$ cat src/rtl/uart_pkg.sv
// uart_pkg: shared UART frame parameters and transmitter state type
package uart_pkg;
    localparam int UART_DATA_BITS     = 8;
    localparam int UART_TICKS_PER_BIT = 5;
    localparam int UART_STOP_BITS     = 1;
    typedef enum logic [1:0] {IDLE, START, DATA, STOP} tx_state_t;
endpackage

$ cat src/rtl/uart_transmitter.sv
// uart_transmitter: 8N1 serialiser, LSB first, each bit held TICKS_PER_BIT ENABLE ticks
// ports: clk, res (async active-low), ENABLE tick, START_TX + word_transmitter request, TX line, BUSY, priznak_end_transmitter frame-end pulse
module uart_transmitter
    import uart_pkg::*;
#(
    parameter int DATA_BITS     = UART_DATA_BITS,
    parameter int TICKS_PER_BIT = UART_TICKS_PER_BIT,
    parameter int STOP_BITS     = UART_STOP_BITS
) (
    input  logic                 clk,
    input  logic                 res,
    input  logic                 ENABLE,
    input  logic                 START_TX,
    input  logic [DATA_BITS-1:0] word_transmitter,
    output logic                 TX,
    output logic                 BUSY,
    output logic                 priznak_end_transmitter
);
    localparam int TW = (TICKS_PER_BIT > 1) ? $clog2(TICKS_PER_BIT) : 1;
    localparam int BW = $clog2(DATA_BITS + 1);
    tx_state_t state_q, state_d;
    logic [TW-1:0] tick_q, tick_d;
    logic [BW-1:0] bit_q, bit_d;
    logic [DATA_BITS-1:0] shift_q, shift_d;
    logic tx_q, tx_d, busy_q, busy_d, done_q, done_d;
    logic cell_end, last_data, last_stop;
    assign cell_end  = ENABLE && tick_q == TW'(TICKS_PER_BIT - 1);
    assign last_data = bit_q == BW'(DATA_BITS - 1);
    assign last_stop = bit_q == BW'(STOP_BITS - 1);
    always_comb begin
        state_d = state_q;
        tick_d  = tick_q;
        bit_d   = bit_q;
        shift_d = shift_q;
        tx_d    = tx_q;
        busy_d  = busy_q;
        done_d  = 1'b0;
        if (state_q != IDLE && ENABLE) tick_d = cell_end ? '0 : tick_q + 1'b1;
        case (state_q)
            IDLE: if (START_TX) begin
                shift_d = word_transmitter;
                busy_d  = 1'b1;
                tx_d    = 1'b0;
                tick_d  = '0;
                bit_d   = '0;
                state_d = START;
            end
            START: if (cell_end) begin
                tx_d    = shift_q[0];
                state_d = DATA;
            end
            DATA: if (cell_end) begin
                shift_d = shift_q >> 1;
                tx_d    = last_data | shift_d[0];
                bit_d   = last_data ? '0 : bit_q + 1'b1;
                state_d = last_data ? STOP : DATA;
            end
            STOP: if (cell_end) begin
                bit_d   = last_stop ? '0 : bit_q + 1'b1;
                busy_d  = !last_stop;
                done_d  = last_stop;
                state_d = last_stop ? IDLE : STOP;
            end
            default: state_d = IDLE;
        endcase
    end
    always_ff @(posedge clk or negedge res) begin
        if (!res) begin
            state_q <= IDLE;
            tick_q  <= '0;
            bit_q   <= '0;
            shift_q <= '0;
            tx_q    <= 1'b1;
            busy_q  <= 1'b0;
            done_q  <= 1'b0;
        end else begin
            state_q <= state_d;
            tick_q  <= tick_d;
            bit_q   <= bit_d;
            shift_q <= shift_d;
            tx_q    <= tx_d;
            busy_q  <= busy_d;
            done_q  <= done_d;
        end
    end
    assign TX                      = tx_q;
    assign BUSY                    = busy_q;
    assign priznak_end_transmitter = done_q;
endmodule

$ cat config.mk
export PLATFORM = sky130hd
export DESIGN_NAME = uart_transmitter
export DESIGN_NICKNAME = d
export VERILOG_FILES = /design/src/rtl/uart_pkg.sv /design/src/rtl/uart_transmitter.sv
export SDC_FILE = /design/constraint.sdc
export NUM_CORES = 1
export LEC_CHECK = 0
export BUFFER_PORTS_ARGS = -buffer_cell sky130_fd_sc_hd__buf_2
export CORE_UTILIZATION = 25
export DETAILED_ROUTE_END_ITERATION = 6
export PLACE_DENSITY = 0.44
export SETUP_SLACK_MARGIN = 0.2
export SYNTH_ARGS = -nofsm -noshare
export SYNTH_HDL_FRONTEND = slang
export SYNTH_SLANG_ARGS = --single-unit
$ cat constraint.sdc
create_clock -name clk -period 3.5 [get_ports clk]
set_input_delay 0 -clock clk [delete_from_list [all_inputs] [get_ports clk]]
set_output_delay 0 -clock clk [all_outputs]
set_load 0.05 [all_outputs]
==> reports/qor.csv, run 1 <==
metric,value,unit
grt_max_degree,21,
async_flop_share,100,%
dp_cells,182,
yosysWarnings,0,
post_drt_wl_per_cell,12.5,µm
yosysSeqAreaShare,43.5,%
vias_per_cell,4.88,
hp-class,primary input to register,
cts_made_buffers,3,
worst_pin_slew,0.874,ns
critical-path-slowest-cell,a211oi_2,
grt-busiest-layer,met2,
ant_nets,0,
die_y,69.9,µm
rsz0062_at_grt,no,
clockBufferDepth,2,
syn_nets,139,
criticalPathCategory,register to register,
setup_viol,0,
crit_path_max_fanout,16,
power,1260,µW
end_kind,register,
root_buffer,clkbuf_8,
hp-start,word_transmitter[4],
power_leakage,0.000621,µW
startpoint,state_q[0],
met2_usage,16.7,%
maxSlewViolCount,0,
fmax,404,MHz
drt_iter0_drc,15,
place_congestion,0.724,
synth_area_leaders,"dfrtp_1, ha_1, a21oi_1",
post-dp-hpwl,1.75,mm
status,"complete, no violations",
overflow,0,
synth_seq_cells,20,
die-area,4880,µm²
post_cts_resized,0,
syn2layout_area_growth,18.7,%
ys_types,36,
path_buf_inv,1,
synth_top_area_cell,dfrtp_1,
post-route-min-period,2.48,ns
ir_drop,194,µV
nFillCells,445,
seq_area,502,µm²
pre_cts_slack,1.02,ns
antenna_found_initial,0,
max_slew_margin,41.6,%
rr_startpoint,state_q[0],
grt_pass1_wl,3.81,mm
cts_tree,yes,
clkTransAtPathRegs,0.08,ns
met3_usage,1.88,%
rows,24,
fin_cells,188,
die_x,69.9,µm
ioPinCount,15,
syn_area_per_cell,9.77,µm²
grt_usage,9.95,%
grt_pass1_vias,885,
tns,0,ns
multi_input_area,606,µm²
synth-edff-count,0,
holdWs,0.0387,ns
insertedDiodeCount,0,
syn_inst,118,
num_vias,917,
drcViolationCount,0,
cp.required,3.66,ns
firstDrtPassIters,4,
syn_area,1150,µm²
grtUsageMet1,12.0,%
finalWirelength,2.36,mm
coreArea,4380,µm²
slowest_delay,0.76,ns
postCtsSetupBuffers,0,
power-per-cell-area,922,nW/µm²
period_share,70.8,%
initial_core_util,26.3,%
synthFlopType,dfrtp_1,
drv_cap,0,
hold_violations,0,
start_kind,register,
synth_top_area_share,41.3,%
layout_setup_ws,1.02,ns
skew,0.00803,ns
clock_sinks,20,
drive_above_1_share,16.2,%
clock_latency,0.26,ns
cts-htree-levels,1,
port_buffers,14,
final_nets,158,
crit_path_cell_trace,inv_1 > ha_1 > nor2_1 > a211oi_2 > nor2b_1 > a31o_1,
cp.arrival,2.64,ns
crit_family,compound AO/OA/AOI/OAI gates,
## synthesized netlist by cell type, types with 3 or more instances
library cell and n:
nand2_1 7, nor2_1 9, inv_1 9, nand3_1 4, a21oi_1 15, dfrtp_1 19
o21ai_0 5, ha_1 9, mux2i_1 7, nor2b_1 3
## routing by layer
layer	routed length, µm	vias up
li1	-	459
met1	1200	440
met2	1030	13
met3	74	5
met4	51	0
met5	0	-
## metrics by stage
stage | utilization [%] | instance area, µm²
after floorplan | - | 1150
after global placement | 29.1 | 1280
after CTS | 31.2 | 1370
after global routing | 31.2 | 1370
final | 31.2 | 1370
after detailed placement | 29.1 | 1280
## cell type report
cell class	instances	share of cell area, %
Inverter	9	2.47
Sequential cell	20	36.7
Multi-Input combinational cell	87	44.3
Tap cell	52	4.76
Clock inverter	1	2.20
Clock buffer	3	3.02
Timing Repair Buffer	16	6.59
## flip-flops by register name (all words and copies together), names as in the netlist
| register | flops |
|---|---|
| shift_q | 8 |
| priznak_end_transmitter | 1 |
| TX | 1 |
| bit_q | 4 |
| state_q | 2 |
| BUSY | 1 |
| tick_q | 3 |
## timing repair
action / CTS / global route
endpoints found under the setup margin: 0 / 0
hold endpoints to repair: 20 / 0
hold buffers: 2 / 0
## power breakdown
part	switching (µW)	internal, µW	leakage (µW)
Combinational	378	249	0.000345
Clock	81.0	153	0.0000357
Sequential	72.2	328	0.000239
Total	531	730	0.000621
## final timing paths
path	slack [ns]	depth (start not counted)	endpoint
hold reg to reg	0.50	1	tick_q[0]
setup / recovery	1.02	6	shift_q[7]
hold / removal	0.04	3	shift_q[4]
max in group asynchronous	2.95	2	TX
setup reg to reg	1.02	6	shift_q[7]
min in group asynchronous	0.21	2	tick_q[0]
## worst register-to-register path, stage by stage (launching register included)
cell and delay (ns):
dfrtp_1 0.43, inv_1 0.13, ha_1 0.61, nor2_1 0.14, a211oi_2 0.76, nor2b_1 0.11
a31o_1 0.21
## logic make-up after synthesis
group | Yosys count | share of synthesized area, %
fa+ha+maj | 9 | 9.77
simple gates | 33 | 14.6
flops | 20 | 43.5
xor+xnor | 1 | 0.760
compound gates | 36 | 20.4
mux | 8 | 7.06
buf+inv | 11 | 3.91
## placed cells by master (no fill, tap or decap), types with 2 or more instances in the layout
| master | n |
|---|---|
| buf_2 | 14 |
| nor2_1 | 9 |
| clkbuf_8 | 3 |
| nor2b_1 | 3 |
| dlygate4sd3_1 | 2 |
| mux2i_1 | 7 |
| o21ai_1 | 2 |
| a21oi_1 | 15 |
| a31o_1 | 2 |
| nand3_1 | 4 |
| dfrtp_1 | 19 |
| o21ai_0 | 5 |
| ha_1 | 9 |
| nand2b_1 | 2 |
| and3_1 | 2 |
| nand2_1 | 7 |
| a22o_1 | 2 |
| inv_1 | 9 |
No activity file was read; power rests on OpenSTA's default activity.
==> run 2: changes to the inputs <==
- clock period: 3.5 -> 2.4 ns (I/O delays scaled with it)
==> run 2 against run 1 <==
  * Cell count is 1.1% higher
  * Critical path depth stayed put
  * Non-clock buffer count is 2 higher
  * Critical path type unchanged
==> reports/qor.csv, run 2 (synthesis gave the netlist of run 1 again) <==
metric,value,unit
post_cts_resized,0,
setup_viol,0,
cts_tree,yes,
root_buffer,clkbuf_8,
ant_nets,0,
ir_drop,343,µV
rsz0062_at_grt,no,
cts_made_buffers,3,
p_int,1090,µW
p_switching,766,µW
period_share,83.4,%
hold_buffers,2,
clockBufferDepth,2,
final_cell_mix,"dfrtp_1, a21oi_1, buf_2",
largest_reg_flops,8,
die_y,69.9,µm
die_x,69.9,µm
grt_pass1_vias,963,
syn2layout_area_growth,20.0,%
insertedDiodeCount,0,
clock_latency,0.26,ns
power,1850,µW
power_leakage,0.000631,µW
fmax,499,MHz
netSwitchingFraction,41.4,%
worst_pin_slew,0.456,ns
p_clk_share,18.1,%
rows,24,
cp.arrival,2.15,ns
pre_cts_slack,0.404,ns
antenna_found_initial,0,
post-dp-hpwl,1.76,mm
maxSlewViolCount,0,
final_nets,160,
power-per-cell-area,1340,nW/µm²
startpoint,state_q[0],
cts-htree-levels,1,
place_congestion,0.747,
crit_path_max_fanout,9,
status,"complete, no violations",
drt_iter0_drc,28,
start_kind,register,
grt_usage,10.6,%
end_kind,register,
skew,0.00369,ns
top_register,shift_q,
final_common_cell,dfrtp_1,
rr_startpoint,state_q[0],
grt_pass1_wl,4.20,mm
seq_power_share,31.7,%
drive_above_1_share,17.4,%
cp.required,2.55,ns
ioPinCount,15,
initial_core_util,26.3,%
hp-start,word_transmitter[4],
criticalPathCategory,register to register,
drv_cap,0,
grt_max_degree,21,
finalWirelength,2.29,mm
postCtsSetupBuffers,0,
post-route-util,31.5,%
max_slew_margin,69.6,%
nFillCells,458,
clkTransAtPathRegs,0.08,ns
drcViolationCount,0,
hold_violations,0,
post_drt_wl_per_cell,12.1,µm
tns,0,ns
num_vias,916,
top_regs,"shift_q x8, bit_q x4, tick_q x3",
die-area,4880,µm²
clock_sinks,20,
pwr-share-comb,50.1,%
post-route-min-period,2.00,ns
hp-class,primary input to register,
port_buffers,14,
coreArea,4380,µm²
overflow,0,
firstDrtPassIters,4,
layout_setup_ws,0.398,ns
vias_per_cell,4.82,
==> run 2: cell count changes in the layout (fill, tap and decap cells not counted) <==
cell / delta
buf_4: +2
==> run 2: path summary, 6_finish.rpt <==
| path | end | slack (ns) | cells after the start |
|---|---|---|---|
| max reg2reg | bit_q[0] | 0.40 | 6 |
| min | shift_q[4] | 0.04 | 3 |
| min reg2reg | tick_q[0] | 0.52 | 1 |
| min in group asynchronous | tick_q[0] | 0.22 | 2 |
| max in group asynchronous | TX | 1.83 | 2 |
| max | bit_q[0] | 0.40 | 6 |
==> run 2: final cells by class <==
class                   count  area, µm²  share of cell area [%]
multi-input cells          87        606                    43.8
flip-flops and latches     20        502                    36.3
repair buffers             18        105                    7.60
well taps                  52       65.1                    4.71
clock buffers               3       41.3                    2.99
inverters                   9       33.8                    2.44
clock inverters             1       30.0                    2.17
==> run 2: critical path, stage by stage (launching register included) <==
cell	delay (ns)
dfrtp_1	0.44
inv_1	0.12
ha_1	0.33
nor2b_1	0.36
a221o_1	0.29
nor3_2	0.09
mux2_2	0.27
==> run 2: metal layers <==
| layer | vias up | share of wire [%] | GRT usage (%) | wire, µm |
|---|---|---|---|---|
| li1 | 463 | - | - | - |
| met1 | 437 | 48 | 13.2 | 1100 |
| met2 | 11 | 47 | 17.9 | 1090 |
| met3 | 5 | 2.4 | 1.88 | 56 |
| met4 | 0 | 2.0 | 4.67 | 46 |
| met5 | - | 0 | 0 | 0 |
==> run 2: metrics by stage <==
step / hold WS (ns) / instance area (µm²) / cells
6_report: 0.0393 / 1380 / 190
5_1_grt: 0.0564 / 1380 / 190
4_1_cts: 0.0355 / 1380 / 190
3_5_place_dp: -0.0151 / 1290 / 184
3_3_place_gp: -0.0127 / 1290 / 184
2_1_floorplan: -0.296 / 1150 / 118
==> run 2: power by group through the flow <==
stage               logic, µW  clock network, µW  registers, µW
floorplan                 699                  0            610
global placement          912                  0            591
CTS                       942                353            587
detailed placement        935                  0            595
finish                    929                336            588
global route             1070                363            609
